File: src/rtl/exec_sequencer.sv
// exec_sequencer
//    Multi-cycle control FSM for the processor datapath. Owns the program
//    counter and steps one instruction at a time through
//    FETCH -> DECODE -> EXEC -> WAIT_ALU -> WB, with a start/done handshake
//    toward the ALU and a St/done handshake toward the outside world.
//
// Optional feature macro: SEQ_SINGLE_STEP_EN
//    When defined, adds input port `step` and state STEP_WAIT. After each
//    writeback the FSM parks in STEP_WAIT (enable stays high) until a step
//    pulse. The end-of-memory check still goes straight to HALT.
//
// Ports
//    CLK          in   rising-edge clock
//    RSTn         in   asynchronous active-low reset
//    St           in   start request, honoured only in IDLE or HALT
//    instr        in   instruction word at address pc
//    halt_instr   in   decoder flag: ir holds a halt opcode
//    jump         in   take jump_target at writeback
//    jump_target  in   byte address of the jump target
//    alu_done     in   ALU completion pulse, only looked at in WAIT_ALU
//    step         in   (SEQ_SINGLE_STEP_EN only) advance out of STEP_WAIT
//    pc           out  program counter (byte address)
//    ir           out  latched instruction register
//    alu_start    out  one-cycle ALU launch pulse (EXEC)
//    reg_we       out  one-cycle register-file write enable (WB)
//    enable       out  high while a program is running
//    done         out  high in HALT
//    err          out  high in HALT if the run aborted on ALU timeout
//    retired      out  instructions written back since the last start

module exec_sequencer #(
   parameter int PC_W        = 32,
   parameter int IMEM_DEPTH  = 32,
   parameter int ALU_TIMEOUT = 16,
   parameter int CNT_W       = 16
) (
   input  logic             CLK,
   input  logic             RSTn,
   input  logic             St,
   input  logic [31:0]      instr,
   input  logic             halt_instr,
   input  logic             jump,
   input  logic [PC_W-1:0]  jump_target,
   input  logic             alu_done,
`ifdef SEQ_SINGLE_STEP_EN
   input  logic             step,
`endif
   output logic [PC_W-1:0]  pc,
   output logic [31:0]      ir,
   output logic             alu_start,
   output logic             reg_we,
   output logic             enable,
   output logic             done,
   output logic             err,
   output logic [CNT_W-1:0] retired
);

   localparam int TO_W = $clog2(ALU_TIMEOUT + 1) + 1;
   localparam logic [TO_W-1:0] TO_LAST  = TO_W'(ALU_TIMEOUT - 1);
   // One extra bit so the end-of-memory compare cannot wrap.
   localparam logic [PC_W:0]   END_ADDR = (PC_W + 1)'(4 * IMEM_DEPTH);

   typedef enum logic [2:0] {
      S_IDLE     = 3'd0,
      S_FETCH    = 3'd1,
      S_DECODE   = 3'd2,
      S_EXEC     = 3'd3,
      S_WAIT_ALU = 3'd4,
      S_WB       = 3'd5,
      S_HALT     = 3'd6
`ifdef SEQ_SINGLE_STEP_EN
      , S_STEP_WAIT = 3'd7
`endif
   } state_t;

   state_t            state_q, state_d;
   logic [PC_W-1:0]   pc_q, pc_d;
   logic [31:0]       ir_q, ir_d;
   logic              err_q, err_d;
   logic [CNT_W-1:0]  retired_q, retired_d;
   logic [TO_W-1:0]   cnt_q, cnt_d;

   logic [PC_W-1:0]   pc_wb_s;
   logic              pc_end_s;
   logic [TO_W-1:0]   cnt_inc_s;

   // Writeback pc candidate and end-of-memory detection.
   always_comb begin
      if (jump) begin
         pc_wb_s = {jump_target[PC_W-1:2], 2'b00};
      end else begin
         pc_wb_s = pc_q + PC_W'(4);
      end
      pc_end_s  = ({1'b0, pc_wb_s} >= END_ADDR);
      cnt_inc_s = cnt_q + TO_W'(1);
   end

   // Next-state and datapath-register update logic.
   always_comb begin
      state_d   = state_q;
      pc_d      = pc_q;
      ir_d      = ir_q;
      err_d     = err_q;
      retired_d = retired_q;
      cnt_d     = cnt_q;
      case (state_q)
         S_IDLE, S_HALT: begin
            if (St) begin
               state_d   = S_FETCH;
               pc_d      = '0;
               retired_d = '0;
               err_d     = 1'b0;
            end else begin
               state_d = state_q;
            end
         end
         S_FETCH: begin
            ir_d    = instr;
            state_d = S_DECODE;
         end
         S_DECODE: begin
            // A halt opcode stops the run without being counted as retired.
            if (halt_instr) begin
               state_d = S_HALT;
            end else begin
               state_d = S_EXEC;
            end
         end
         S_EXEC: begin
            cnt_d   = '0;
            state_d = S_WAIT_ALU;
         end
         S_WAIT_ALU: begin
            // alu_done beats the timeout when both land in the same cycle.
            if (alu_done) begin
               state_d = S_WB;
            end else begin
               cnt_d = cnt_inc_s;
               if (cnt_inc_s >= TO_LAST) begin
                  state_d = S_HALT;
                  err_d   = 1'b1;
               end else begin
                  state_d = state_q;
               end
            end
         end
         S_WB: begin
            pc_d = pc_wb_s;
            if (retired_q != {CNT_W{1'b1}}) begin
               retired_d = retired_q + CNT_W'(1);
            end else begin
               retired_d = retired_q;
            end
            if (pc_end_s) begin
               state_d = S_HALT;
            end else begin
`ifdef SEQ_SINGLE_STEP_EN
               state_d = S_STEP_WAIT;
`else
               state_d = S_FETCH;
`endif
            end
         end
`ifdef SEQ_SINGLE_STEP_EN
         S_STEP_WAIT: begin
            if (step) begin
               state_d = S_FETCH;
            end else begin
               state_d = state_q;
            end
         end
`endif
         default: begin
            state_d = S_IDLE;
         end
      endcase
   end

   // State and datapath registers.
   always_ff @(posedge CLK or negedge RSTn) begin
      if (!RSTn) begin
         state_q   <= S_IDLE;
         pc_q      <= '0;
         ir_q      <= 32'h0000_0000;
         err_q     <= 1'b0;
         retired_q <= '0;
         cnt_q     <= '0;
      end else begin
         state_q   <= state_d;
         pc_q      <= pc_d;
         ir_q      <= ir_d;
         err_q     <= err_d;
         retired_q <= retired_d;
         cnt_q     <= cnt_d;
      end
   end

   // Moore outputs decoded straight from the state register.
   always_comb begin
      pc        = pc_q;
      ir        = ir_q;
      err       = err_q;
      retired   = retired_q;
      alu_start = (state_q == S_EXEC);
      reg_we    = (state_q == S_WB);
      done      = (state_q == S_HALT);
      enable    = (state_q != S_IDLE) && (state_q != S_HALT);
   end

endmodule

File: config.mk
export PLATFORM = sky130hd
export DESIGN_NAME = exec_sequencer
export DESIGN_NICKNAME = d
export VERILOG_FILES = /design/src/rtl/exec_sequencer.sv
export SDC_FILE = /design/constraint.sdc
export NUM_CORES = 1
export LEC_CHECK = 0
export ABC_AREA = 0
export CAP_MARGIN = 20
export CORE_MARGIN = 4
export CORE_UTILIZATION = 43
export DETAILED_ROUTE_END_ITERATION = 16
export PLACE_DENSITY = 0.77
export RECOVER_POWER = 25
export REMOVE_ABC_BUFFERS = 1
export SETUP_SLACK_MARGIN = 0.02
export SYNTH_ARGS = -nofsm -noshare
export SYNTH_HDL_FRONTEND = slang
export SYNTH_SLANG_ARGS = --single-unit
File: constraint.sdc
create_clock -name CLK -period 2.93 [get_ports CLK]
set_input_delay 0.586 -clock CLK [delete_from_list [all_inputs] [get_ports CLK]]
set_output_delay 0.586 -clock CLK [all_outputs]
set_load 0.02 [all_outputs]
# Word level (Yosys, flattened, before mapping)

Cells that the tools add are included.

Register bits: 90
Output and inout bits: 85

Equal/unequal tests: 13
Order comparisons: 2
Multiplexer cells: 18
$add $sub $neg: 3
Reduce and logical (&&, ||, !) cells: 12

Operator list:

| cell                    | number |
|---|---|
| $mux W32                | 2 |
| $pmux W32 S2            | 1 |
| $add A32 B3 Y32 const B | 1 |
| $ge A32 B8 Y1 const B   | 1 |
| $mux W16                | 2 |
| $pmux W16 S2            | 1 |
| $pmux W3 S6             | 1 |
| $add A16 B1 Y16 const B | 1 |
| $ne A16 B16 Y1 const B  | 1 |
| $mux W3                 | 5 |
| $pmux W6 S2             | 1 |
| $eq A3 B3 Y1 const B    | 3 |
| $add A6 B1 Y6 const B   | 1 |
| $eq A3 B2 Y1 const B    | 2 |
| $ge A6 B4 Y1 const B    | 1 |
| $mux W6                 | 1 |
| $ne A2 B2 Y1 const B    | 3 |
| $ne A3 B3 Y1 const B    | 2 |
| $reduce_and A2 Y1       | 3 |
| $reduce_bool A2 Y1      | 3 |
| $reduce_and A4 Y1       | 1 |
| $eq A3 B1 Y1 const B    | 1 |
| $logic_not A3 Y1        | 1 |
| $mux W1                 | 3 |
| 6 further kinds         | 6 |

# Longest topological paths before layout

Word-level depth: 5
Mapped depth: 10
Depth with buffers taken out: 9

# Least setup slack after synthesis

OpenSTA, ideal clock, no wires.

Path type: reg2reg
From: reg pc_q[14] (netlist: pc[14])
To: reg state_q[0]
Stages on the path, launching flop included: 10
Arrival: 2,997 ps
Path slack: -154 ps
Period minus slack after synthesis: 3,084 ps
Buffers on the path: 1
Cells stage by stage: dfrtp_1 > buf_4 > nand4_2 > or4_2 > nor2_1 > xnor2_1 > o211ai_1 > or4_1 > or4b_1 > a22oi_1

Longest elaborated chain between the ends: 5

RTL lines:

| item                   | line | RTL |
|---|---|---|
| start, declared        | 77   | `logic [PC_W-1:0] pc_q, pc_d;` |
| start signal, assigned | 190  | `pc_q <= pc_d;` |
| $add A32 B3 Y32        | 92   | `pc_wb_s = pc_q + PC_W'(4);` |
| $mux W32               | 89   | `if (jump) begin` |
| $ge A32 B8 Y1          | 94   | `pc_end_s = ({1'b0, pc_wb_s} >= END_ADDR);` |
| $mux W3                | 154  | `if (pc_end_s) begin` |
| $pmux W3 S6            | 106  | `case (state_q)` |
| end signal, assigned   | 189  | `state_q <= state_d;` |
| end, declared          | 76   | `state_t state_q, state_d;` |

Every way passes these cells.
A chain may end at the register's enable or synchronous reset.

# Final worst setup path

From: in jump
To: reg state_q[0]

Longest elaborated chain between the ends: 4

RTL lines:

| item            | line | RTL |
|---|---|---|
| start, declared | 42   | `input logic jump,` |
| $mux W32        | 89   |  |
| $ge A32 B8 Y1   | 94   |  |
| $mux W3         | 154  |  |
| $pmux W3 S6     | 106  |  |

Every way passes these cells.

==> metrics.txt <==
Final setup viols=0; area grow syn2layout=48.0%; H-tree levels=3; Critical Path Source Type=input port; Slowest-stage cell, CP=or4_4; Setup CP Type=in2reg; register-to-register setup slack=0.07 ns; required time worst endpoint=3.20 ns; CTS buffer count=9; worst-case clock buffer depth=2; top post-synthesis cells by count=dfrtp_1, nor2_1, o21ai_0; worst r2r src=pc[2]; Avg Cell Area, Syn=9.46 um2; Mapped Cells=535; final wirelength=15800 um; RSZ-0062 raised after global routing=yes; Core ar.=11500 um2; Pwr Density=903 nW/um2; top-area cell type share of the netlist area=44.5%; Final HPWL DP=11600 um; Clk pin slew, worst setup/hold paths=0.07 ns; Via Count=5038; ANT nets after route=0; largest net degree at the start of global routing=57; Post-Route Setup TNS=0 ns; DRT Pass-1 Iters=7; number of global-route vias before repair=5022; reg2reg path depth=10; Hold EP=pc[1]; IO Pins=155; Synth Register Bits=90; cell area after synthesis=5060 um2; Worst Path Arrival=3.14 ns; top-count cell post-synth=dfrtp_1; # rows=39; GRT Total Usage=23.3%; Max IR drop VDD=621 uV; Max-cap violations=0; vias per cell=5.76; wire per inst=18.1 um; share of layout cells above drive strength 1=19.4%; Max Fclk=349 MHz; utilization after layout=65.3%; CP top delay family=simple AND/OR/NAND/NOR gates; Final period util=97.7%; worst reg2reg endpoint=state_q[0]; Die ar.=13600 um2; Yosys top cell by area=dfrtp_1; Slew Limit Fails=0; DRC violations left=0; leakage=3.18 nW; Crit path top cell by count=or4_4; Hold Path Depth=1; first-pass GRT wire length=24900 um; post-synthesis sequential area ratio=44.5%; hold crit path type=reg2reg; # hold bufs at CTS=0; Final nets=801; Post-synth EDFFs=0; sinks on the clock net=90; Root Buffer=clkbuf_16; Setup Skew=0.0107 ns; clock latency on the worst-skew pair=0.35 ns; Chip Width=116 um; initial antenna violation count=0; CP Cell Sequence=clkdlybuf4s50_1 -> inv_1 -> or4_4 -> o22ai_1 -> o211ai_1 -> or4_4 -> or4b_4 -> a22oi_2; Ys Warns=0; Final min period=2.86 ns; Hold Violations, Final=0; initial core utilization=44.1%; Critical Path Sink Type=flip-flop; Worst Max-Slew Pin Slew=1.41 ns; hold wc startpoint=pc[1]; commonest register cell after synthesis=dfrtp_1; number of distinct library cells after synthesis=58; CTS tree=built; synth top area cells=dfrtp_1, mux2_2, o21ai_0; number of buffers added on ports=152; hold slack=0.496 ns; crit-path max FO=2; gr ovfl total=0; Rel. slew slack=6.17%; Worst Path Buf+Inv=2; run status=finished clean; die height=116 um; gpl congestion=0.866; Post-synth ARST share=100%; max incr delay on CP=0.55 ns; DRT iter0 DRCs=423; n_diodes=0
## repair_timing
action	in CTS	in global routing
endpoints found under the setup margin	1	3
gates resized for setup	6	15
cloned	0	0
buffers inserted	1	4
pin swaps	1	10
## logic make-up after synthesis
logic type	share of synthesized area, %
simple gates	21.1
compound gates	15.4
flops	44.5
buf+inv	3.71
mux	8.95
xor+xnor	5.36
fa+ha+maj	0.989
## worst max path at each step
stage               slack [ns]         end  cells after the start  startpoint
floorplan                -0.76      pc[12]                      5  state_q[2]
global placement         -0.32  state_q[0]                      8        jump
detailed placement       -0.35  state_q[0]                      8        jump
CTS                       0.02  state_q[0]                      9       pc[8]
global route              -0.1  state_q[0]                     10       pc[2]
finish                    0.07  state_q[0]                      8        jump
## state kept, by name, summed over array words and instances, names as in the netlist
register,cells
cnt_q,6
err,1
ir,32
state_q,3
retired,16
pc,32
## report_power, final
| group | total (mW) | switching, mW | leakage (nW) | internal (mW) |
|---|---|---|---|---|
| Combinational | 3.40 | 1.74 | 1.86 | 1.66 |
| Sequential | 2.16 | 0.456 | 1.17 | 1.71 |
| Clock | 1.20 | 0.526 | 0.149 | 0.674 |
| Total | 6.76 | 2.72 | 3.18 | 4.04 |
## cell usage in the layout, fill, tap and decap left out, types with 13 or more instances in the layout
cell type and n:
dfrtp_1 85, nand2_1 45, clkdlybuf4s50_1 151, nor3_1 16, nand3_1 18, mux2_2 34
xor2_1 13, xnor2_1 18, nor2_1 49, buf_4 59, a21oi_1 30, o21ai_0 46
## through the flow
stage	instances	power (mW)	setup WS, ns	instance area (um2)
after global routing	875	7.14	-0.0983	7490
after CTS	871	6.72	0.0204	7400
after global placement	854	5.38	-0.316	7080
after detailed placement	854	5.50	-0.346	7080
after floorplan	502	3.77	-0.757	4920
final	875	6.76	0.0670	7490
## cell type report
class	count	area (um2)
Sequential cell	90	2260
Fill cell	912	3980
Tap cell	143	179
Timing Repair Buffer	214	2000
Inverter	12	45.0
Multi-Input combinational cell	400	2710
Clock buffer	10	229
Clock inverter	6	72.6
## metal layers
layer	vias to the layer above	wire [um]	track usage (%)
met3	26	1250	5.34
met1	2467	6530	30.3
li1	2341	-	-
met2	204	7780	38.9
met5	-	0	0
met4	0	284	7.35
Note: power is estimated with default switching activity, not from simulation.
